**src/rtl/hazard_tracker.sv**
```systemverilog
// D-stage hazard unit: shadow E/M/W destination pipeline, stall generation,
// and D/E operand bypass selection, including late-resolved lwie destinations.
module hazard_tracker #(
  parameter logic [4:0] DYN_ALT = 5'd31
) (
  input  logic       clk,
  input  logic       reset,
  input  logic [4:0] d_rs,
  input  logic [4:0] d_rt,
  input  logic [1:0] d_tuse_rs,
  input  logic [1:0] d_tuse_rt,
  input  logic [4:0] d_wr_addr,
  input  logic [1:0] d_tnew,
  input  logic       d_dyn,
  input  logic [4:0] m_dyn_addr,
  output logic       stall,
  output logic [1:0] fwd_d_rs,
  output logic [1:0] fwd_d_rt,
  output logic [1:0] fwd_e_rs,
  output logic [1:0] fwd_e_rt
);

  typedef struct packed {
    logic [4:0] addr;
    logic [1:0] tnew;
    logic       dyn;
    logic [4:0] rs;
    logic [4:0] rt;
  } e_slot_t;

  typedef struct packed {
    logic [4:0] addr;
    logic [1:0] tnew;
    logic       dyn;
  } m_slot_t;

  localparam logic [1:0] FWD_RF   = 2'b00;
  localparam logic [1:0] FWD_M    = 2'b01;
  localparam logic [1:0] FWD_W    = 2'b10;
  localparam logic [1:0] TUSE_NONE = 2'd3;

  e_slot_t    r_e;
  m_slot_t    r_m;
  logic [4:0] r_w_addr;

  logic       w_stall_rs;
  logic       w_stall_rt;
  logic [1:0] w_m_tnew_next;

  // A dyn slot may write either its nominal destination or DYN_ALT, so a
  // source matching either one must be treated as dependent.
  function automatic logic slot_match(input logic [4:0] src,
                                      input logic [4:0] addr,
                                      input logic       dyn);
    slot_match = (src != 5'd0) && ((src == addr) || (dyn && (src == DYN_ALT)));
  endfunction

  function automatic logic op_stall(input logic [4:0] src,
                                    input logic [1:0] tuse,
                                    input e_slot_t    e,
                                    input m_slot_t    m);
    logic w_e_hit;
    logic w_m_hit;
    w_e_hit  = slot_match(src, e.addr, e.dyn) && (e.tnew > tuse);
    w_m_hit  = slot_match(src, m.addr, m.dyn) && (m.tnew > tuse);
    op_stall = (tuse != TUSE_NONE) && (w_e_hit || w_m_hit);
  endfunction

  // M wins over W; a dyn instruction's M result is never bypassed because
  // its destination is not known until it reaches W.
  function automatic logic [1:0] fwd_sel(input logic [4:0] src,
                                         input m_slot_t    m,
                                         input logic [4:0] w_addr);
    if (slot_match(src, m.addr, m.dyn) && !m.dyn && (m.tnew == 2'd0))
      fwd_sel = FWD_M;
    else if ((src != 5'd0) && (src == w_addr))
      fwd_sel = FWD_W;
    else
      fwd_sel = FWD_RF;
  endfunction

  always_comb begin
    w_stall_rs = op_stall(d_rs, d_tuse_rs, r_e, r_m);
    w_stall_rt = op_stall(d_rt, d_tuse_rt, r_e, r_m);
    stall      = w_stall_rs || w_stall_rt;
  end

  always_comb begin
    fwd_d_rs = fwd_sel(d_rs,   r_m, r_w_addr);
    fwd_d_rt = fwd_sel(d_rt,   r_m, r_w_addr);
    fwd_e_rs = fwd_sel(r_e.rs, r_m, r_w_addr);
    fwd_e_rt = fwd_sel(r_e.rt, r_m, r_w_addr);
  end

  always_comb begin
    w_m_tnew_next = (r_e.tnew == 2'd0) ? 2'd0 : (r_e.tnew - 2'd1);
  end

  always_ff @(posedge clk or posedge reset) begin
    if (reset) begin
      r_e      <= '0;
      r_m      <= '0;
      r_w_addr <= 5'd0;
    end else begin
      if (stall)
        r_e <= '0;
      else
        r_e <= '{addr: d_wr_addr, tnew: d_tnew, dyn: d_dyn, rs: d_rs, rt: d_rt};
      r_m      <= '{addr: r_e.addr, tnew: w_m_tnew_next, dyn: r_e.dyn};
      r_w_addr <= r_m.dyn ? m_dyn_addr : r_m.addr;
    end
  end

endmodule

```
**config.mk**
```make
export PLATFORM = sky130hd
export DESIGN_NAME = hazard_tracker
export DESIGN_NICKNAME = d
export VERILOG_FILES = /design/src/rtl/hazard_tracker.sv
export SDC_FILE = /design/constraint.sdc
export NUM_CORES = 1
export LEC_CHECK = 0
export ABC_AREA = 0
export BUFFER_PORTS_ARGS = -buffer_cell sky130_fd_sc_hd__buf_2
export CORE_ASPECT_RATIO = 2
export CORE_UTILIZATION = 25
export CTS_CLUSTER_DIAMETER = 100
export CTS_CLUSTER_SIZE = 28
export DETAILED_ROUTE_END_ITERATION = 8
export MAX_ROUTING_LAYER = met4
export PLACE_DENSITY = 0.43
export SYNTH_ARGS = -nofsm -noshare
export SYNTH_HDL_FRONTEND = slang
export SYNTH_SLANG_ARGS = --single-unit
```
**constraint.sdc**
```tcl
create_clock -name clk -period 2.1 [get_ports clk]
set_input_delay 0.315 -clock clk [delete_from_list [all_inputs] [get_ports clk]]
set_output_delay 0.315 -clock clk [all_outputs]
set_load 0.02 [all_outputs]
```
======== Word-level counts from Yosys, hierarchy flattened ========
Cells that the tools add are included.
Widths: inputs -> output; s select.
cells by class
  $add $sub $neg .......................... 1
  order comparisons ....................... 4
  reduce and logical (&&, ||, !) cells .... 46
  muxes and demuxes ....................... 11
  equal/unequal tests ..................... 16
operators with widths
  cell                 count
  $eq 5x5->1           10
  $logic_and 1x1->1    30
  $eq 5x5->1 const B   4
  $reduce_bool 5->1    4
  $mux 18              1
  $mux 2               9
  $logic_or 1x1->1     9
  $gt 2x2->1           4
  $mux 5               1
  $logic_not 2->1      2
  $ne 2x2->1 const B   2
  $sub 2x1->2 const B  1
  $logic_not 1->1      1
storage, ports and cells
  bits of input ports ..................... 29
  logic and storage cells ................. 87
  flip-flop bits (word level) ............. 31
  output and inout port bits .............. 9

======== Longest topological paths before layout ========
  word-level depth ........................ 9
  gate-level depth with buffers ........... 9
  gate-level depth less buffers ........... 7

======== Worst setup path after synthesis ========
OpenSTA, ideal clock, no wires.
  path kind ............................... register to output
  start ................................... register r_e[5] in the netlist's numbering
  end ..................................... output fwd_e_rs[1]
  path buffers ............................ 0
  slack ................................... -112 ps
  data arrival time ....................... 1897 ps
  stages on the path, launching flop included .. 5
  cell sequence ........................... dfrtp_1 -> or4_1 -> nor2_1 -> nor4_1 -> nor4_1
on the way
  word-level cells in the longest chain between the ends .. 7
RTL lines
  item                             line  source
  from (decl)                      42    e_slot_t r_e;
  from (signal assigned)           108   r_e <= '{addr: d_wr_addr, tnew: d_tnew, dyn: d_dyn, rs: d_rs, rt: d_rt};
  $eq 5x5->1                       55    slot_match = (src != 5'd0) && ((src == addr) || (dyn && (src == DYN_ALT)));
  $logic_and 1x1->1                55
  $logic_or 1x1->1                 55
  $logic_and 1x1->1                55
  $logic_and 1x1->1 (2 in series)  74    if (slot_match(src, m.addr, m.dyn) && !m.dyn && (m.tnew == 2'd0))
  $mux 2 *                         74
  to (decl)                        19    output logic [1:0] fwd_e_rs,
Every way passes the cells marked *; elsewhere a longest branch is shown, timed or not.

======== Final worst setup path ========
  start ................................... register r_m[2] in the netlist's numbering
  end ..................................... output stall
on the way
  word-level cells in the longest chain between the ends .. 5
RTL lines
  item                    line  source
  from (decl)             43    m_slot_t r_m;
  from (signal assigned)  109   r_m <= '{addr: r_e.addr, tnew: w_m_tnew_next, dyn: r_e.dyn};
  $gt 2x2->1              65    w_m_hit = slot_match(src, m.addr, m.dyn) && (m.tnew > tuse);
  $logic_and 1x1->1       65
  $logic_or 1x1->1        66    op_stall = (tuse != TUSE_NONE) && (w_e_hit || w_m_hit);
  $logic_and 1x1->1       66
  $logic_or 1x1->1 *      85    stall = w_stall_rs || w_stall_rt;
  to (decl)               16    output logic stall,
Marks and branches as above.

==> flow_summary.toml <==
[global_routing]
antenna_found_initial = 0
grt_usage_pct = 15.4
grt_pass1_vias = 1806
grt_start_max_net_pins = 32
grt_overflow = 0
grt_pass1_wl_um = 9510

[run_status]
outcome = "finished with violations"
violations = "setup timing"

[job]
max_cap_viol_count = 0

[floorplan]
die_w_um = 66.8
core-area_um2 = 8230
die_y_um = 132
initial_core_util_pct = 25.5
die-area_um2 = 8800
row_count = 47
io_pins = 38

[final_layout]
n_antenna_cell = 0
stdcell_count = 375
drive_gt1_share_pct = 44.8
seqCellArea_um2 = 783
n_fill_cell = 905
num-nets-final = 313
multi_input_area_um2 = 1280
finalInstanceArea_um2 = 2880
area_delta_synth_final_pct = 37.0

[clock_network]
cts_max_path_buffers = 2
clock_sinks = 31
cts_made_buffers = 5
cts_tree = "yes"
clk_pin_slew_ns = 0.05
htree_levels = 2
ctsHoldBuffers = 0
clkLatencyLatePin_ns = 0.28
cts_root_buf = "clkbuf_16"

[synthesis]
netlist_instances = 217
seq_area_frac_synth_pct = 36.9
yosysWarningCount = 0
synth_top_area_cell = "dfrtp_1"
ys_seq_elements = 31
synth_area_leaders = "dfrtp_1 (37%), xor2_1 (12%), xnor2_1 (9.2%)"
synth_cell_types = 37
synth_top_cell_area_share_pct = 36.9
syn_area_um2 = 2100
synth_nets = 254
synth_area_per_cell_um2 = 9.69

[sta]
hold_viol = 0
setup_slack_ns = -0.151
timing.final.crit_share_pct = 107
slew_headroom_pct = 73.4
slew_violations = 0
fmax_mhz = 444
fin_worst_skew_ns = 0.00603
setup_viol = 4
grt_setup_unrepaired = "true"
min_period_ns = 2.25
worstMarginPinSlew_ns = 0.396

[critical_path]
critPathMaxFanout = 3
crit_start = "r_m[2]$_DFF_PP0_"
critPathKind = "flop to output pin"
cp.required_ns = 1.78
endpoint_kind = "output pin"
crit_family = "flip-flops"
crit_buf_inv = 1
max_stage_delay_ns = 0.44
crit_slowest_cell = "dfrtp_2"
worstReg2RegStart = "r_m[2]$_DFF_PP0_"
arrival_ns = 1.94
start_kind = "flop"
crit_chain = "ha_1 > nor2b_1 > o21ai_1 > a211o_1 > o22ai_2 > or2_4 > buf_6"
rrSetupSlack_ns = 0.23

[drt]
routed_wl_um = 5890
first_pass_iters = 4
dr_wl_met2_um = 3450
wl_per_cell_um = 15.7
drc = 0
ant_nets = 0
viasPerCell = 4.51
drt_iter0_markers = 38
wl_met3_um = 158
top_layer = "met4"
dr_total_vias = 1690
wl_met1_um = 2090

[place]
io_buffers = 37
dp_cells = 359
hpwl_um = 4650
gp_congestion = 0.873
placed_area_um2 = 2510

[pwr]
peakVddDrop_uv = 242
leakage_nw = 1.29
power_density_nw_per_um2 = 662

[worst_hold_path]
hold_class = "primary input to async pin"
==> cell usage in the layout (no fill, tap or decap), drive strengths merged <==
cell type	count
buf	70
dfrtp	31
xor2	28
inv	24
nor3	24
xnor2	22
ha	8
nor2	7
or4	6
nand2	6
nor4	6
mux2	5
clkbuf	5
nand3	4
nor2b	4
o21ai	4
a21oi	3
clkinv	3
and4	2
a211o	2
or3	2
nand4	2
a32o	2
a211oi	1
and3	1
a31oi	1
a22oi	1
o22ai	1
or2	1
and2	1
==> stage by stage <==
stage	utilization (%)	worst slack, ns	hold WS, ns	setup TNS [ns]	power [mW]
final	35.0	-0.151	0.106	-0.368	1.91
after global routing	35.0	-0.181	0.155	-0.799	2.01
after CTS	33.6	-0.138	0.128	-0.439	1.89
after detailed placement	30.5	-0.115	0.422	-0.115	1.16
after global placement	30.5	-0.111	0.413	-0.130	1.16
after floorplan	-	-0.0581	0.367	-0.0581	1.01
==> power breakdown <==
part / internal (mW) / switching [mW] / total [mW] / leakage, nW
Sequential: 0.654 / 0.0782 / 0.733 / 0.360
Combinational: 0.253 / 0.233 / 0.486 / 0.859
Clock: 0.431 / 0.258 / 0.689 / 0.0733
==> worst min-delay path, cell delays in order <==
cell,delay [ns]
buf_2,0.09
inv_1,0.04
buf_4,0.35
==> cell usage after synthesis (all sizes together) <==
library cell	instances
dfrtp	31
xor2	28
inv	24
nor3	24
xnor2	22
buf	11
ha	8
clkbuf	7
nor2	7
nand2	6
nor4	6
or4	6
mux2	5
nand3	4
nor2b	4
o21ai	4
a21oi	3
a211o	2
a32o	2
and4	2
nand4	2
or3	2
a211oi	1
a22oi	1
a31oi	1
and2	1
and3	1
o22ai	1
or2	1
==> routing by layer <==
metal  vias to the layer above  GRT usage [%]
met4                         0           6.86
met5                         -              -
met3                         9           1.30
li1                        830              -
met2                        36           28.6
met1                       815           15.6
==> path summary, 6_finish.rpt <==
check / to / depth (start not counted)
setup reg to reg: r_e[4]$_DFF_PP0_ / 7
setup / recovery: stall / 7
min in group clk: r_e[17]$_DFF_PP0_ / 3
max in group asynchronous: r_m[5]$_DFF_PP0_ / 3
hold reg to reg: r_m[0]$_DFF_PP0_ / 0
hold / removal: r_w_addr[2]$_DFF_PP0_ / 3
==> state kept, by name (all words and copies together), names as in the netlist <==
| register | flops |
|---|---|
| r_w_addr | 5 |
| r_e | 18 |
| r_m | 8 |
==> what timing repair did <==
action / 4_1_cts / 5_1_grt
cloned: 0 / 0
resized for setup: 23 / 19
setup buffers: 7 / 4
endpoints found under the setup margin: 5 / 8
pin swaps: 9 / 7
==> cell families (layout without fill, tap and decap cells) <==
family / count (synthesis) / in the layout / share of synthesized area (%)
AND/OR/NAND/NOR: 66 / 66 / 20.2
buffers and inverters: 42 / 102 / 9.52
flip-flops: 31 / 31 / 36.9
AO/OA/AOI/OAI: 15 / 15 / 5.06
multiplexers: 5 / 5 / 2.68
XOR/XNOR: 50 / 50 / 20.8
adder cells (fa/ha/maj): 8 / 8 / 4.76
==> area by class of cell <==
class	count	share of cell area, %
Timing Repair Buffer	70	15.9
Sequential cell	31	27.2
Clock buffer	5	4.34
Multi-Input combinational cell	144	44.6
Clock inverter	3	0.521
Inverter	24	3.13
Tap cell	98	4.26
No activity file was read; power rests on OpenSTA's default activity.
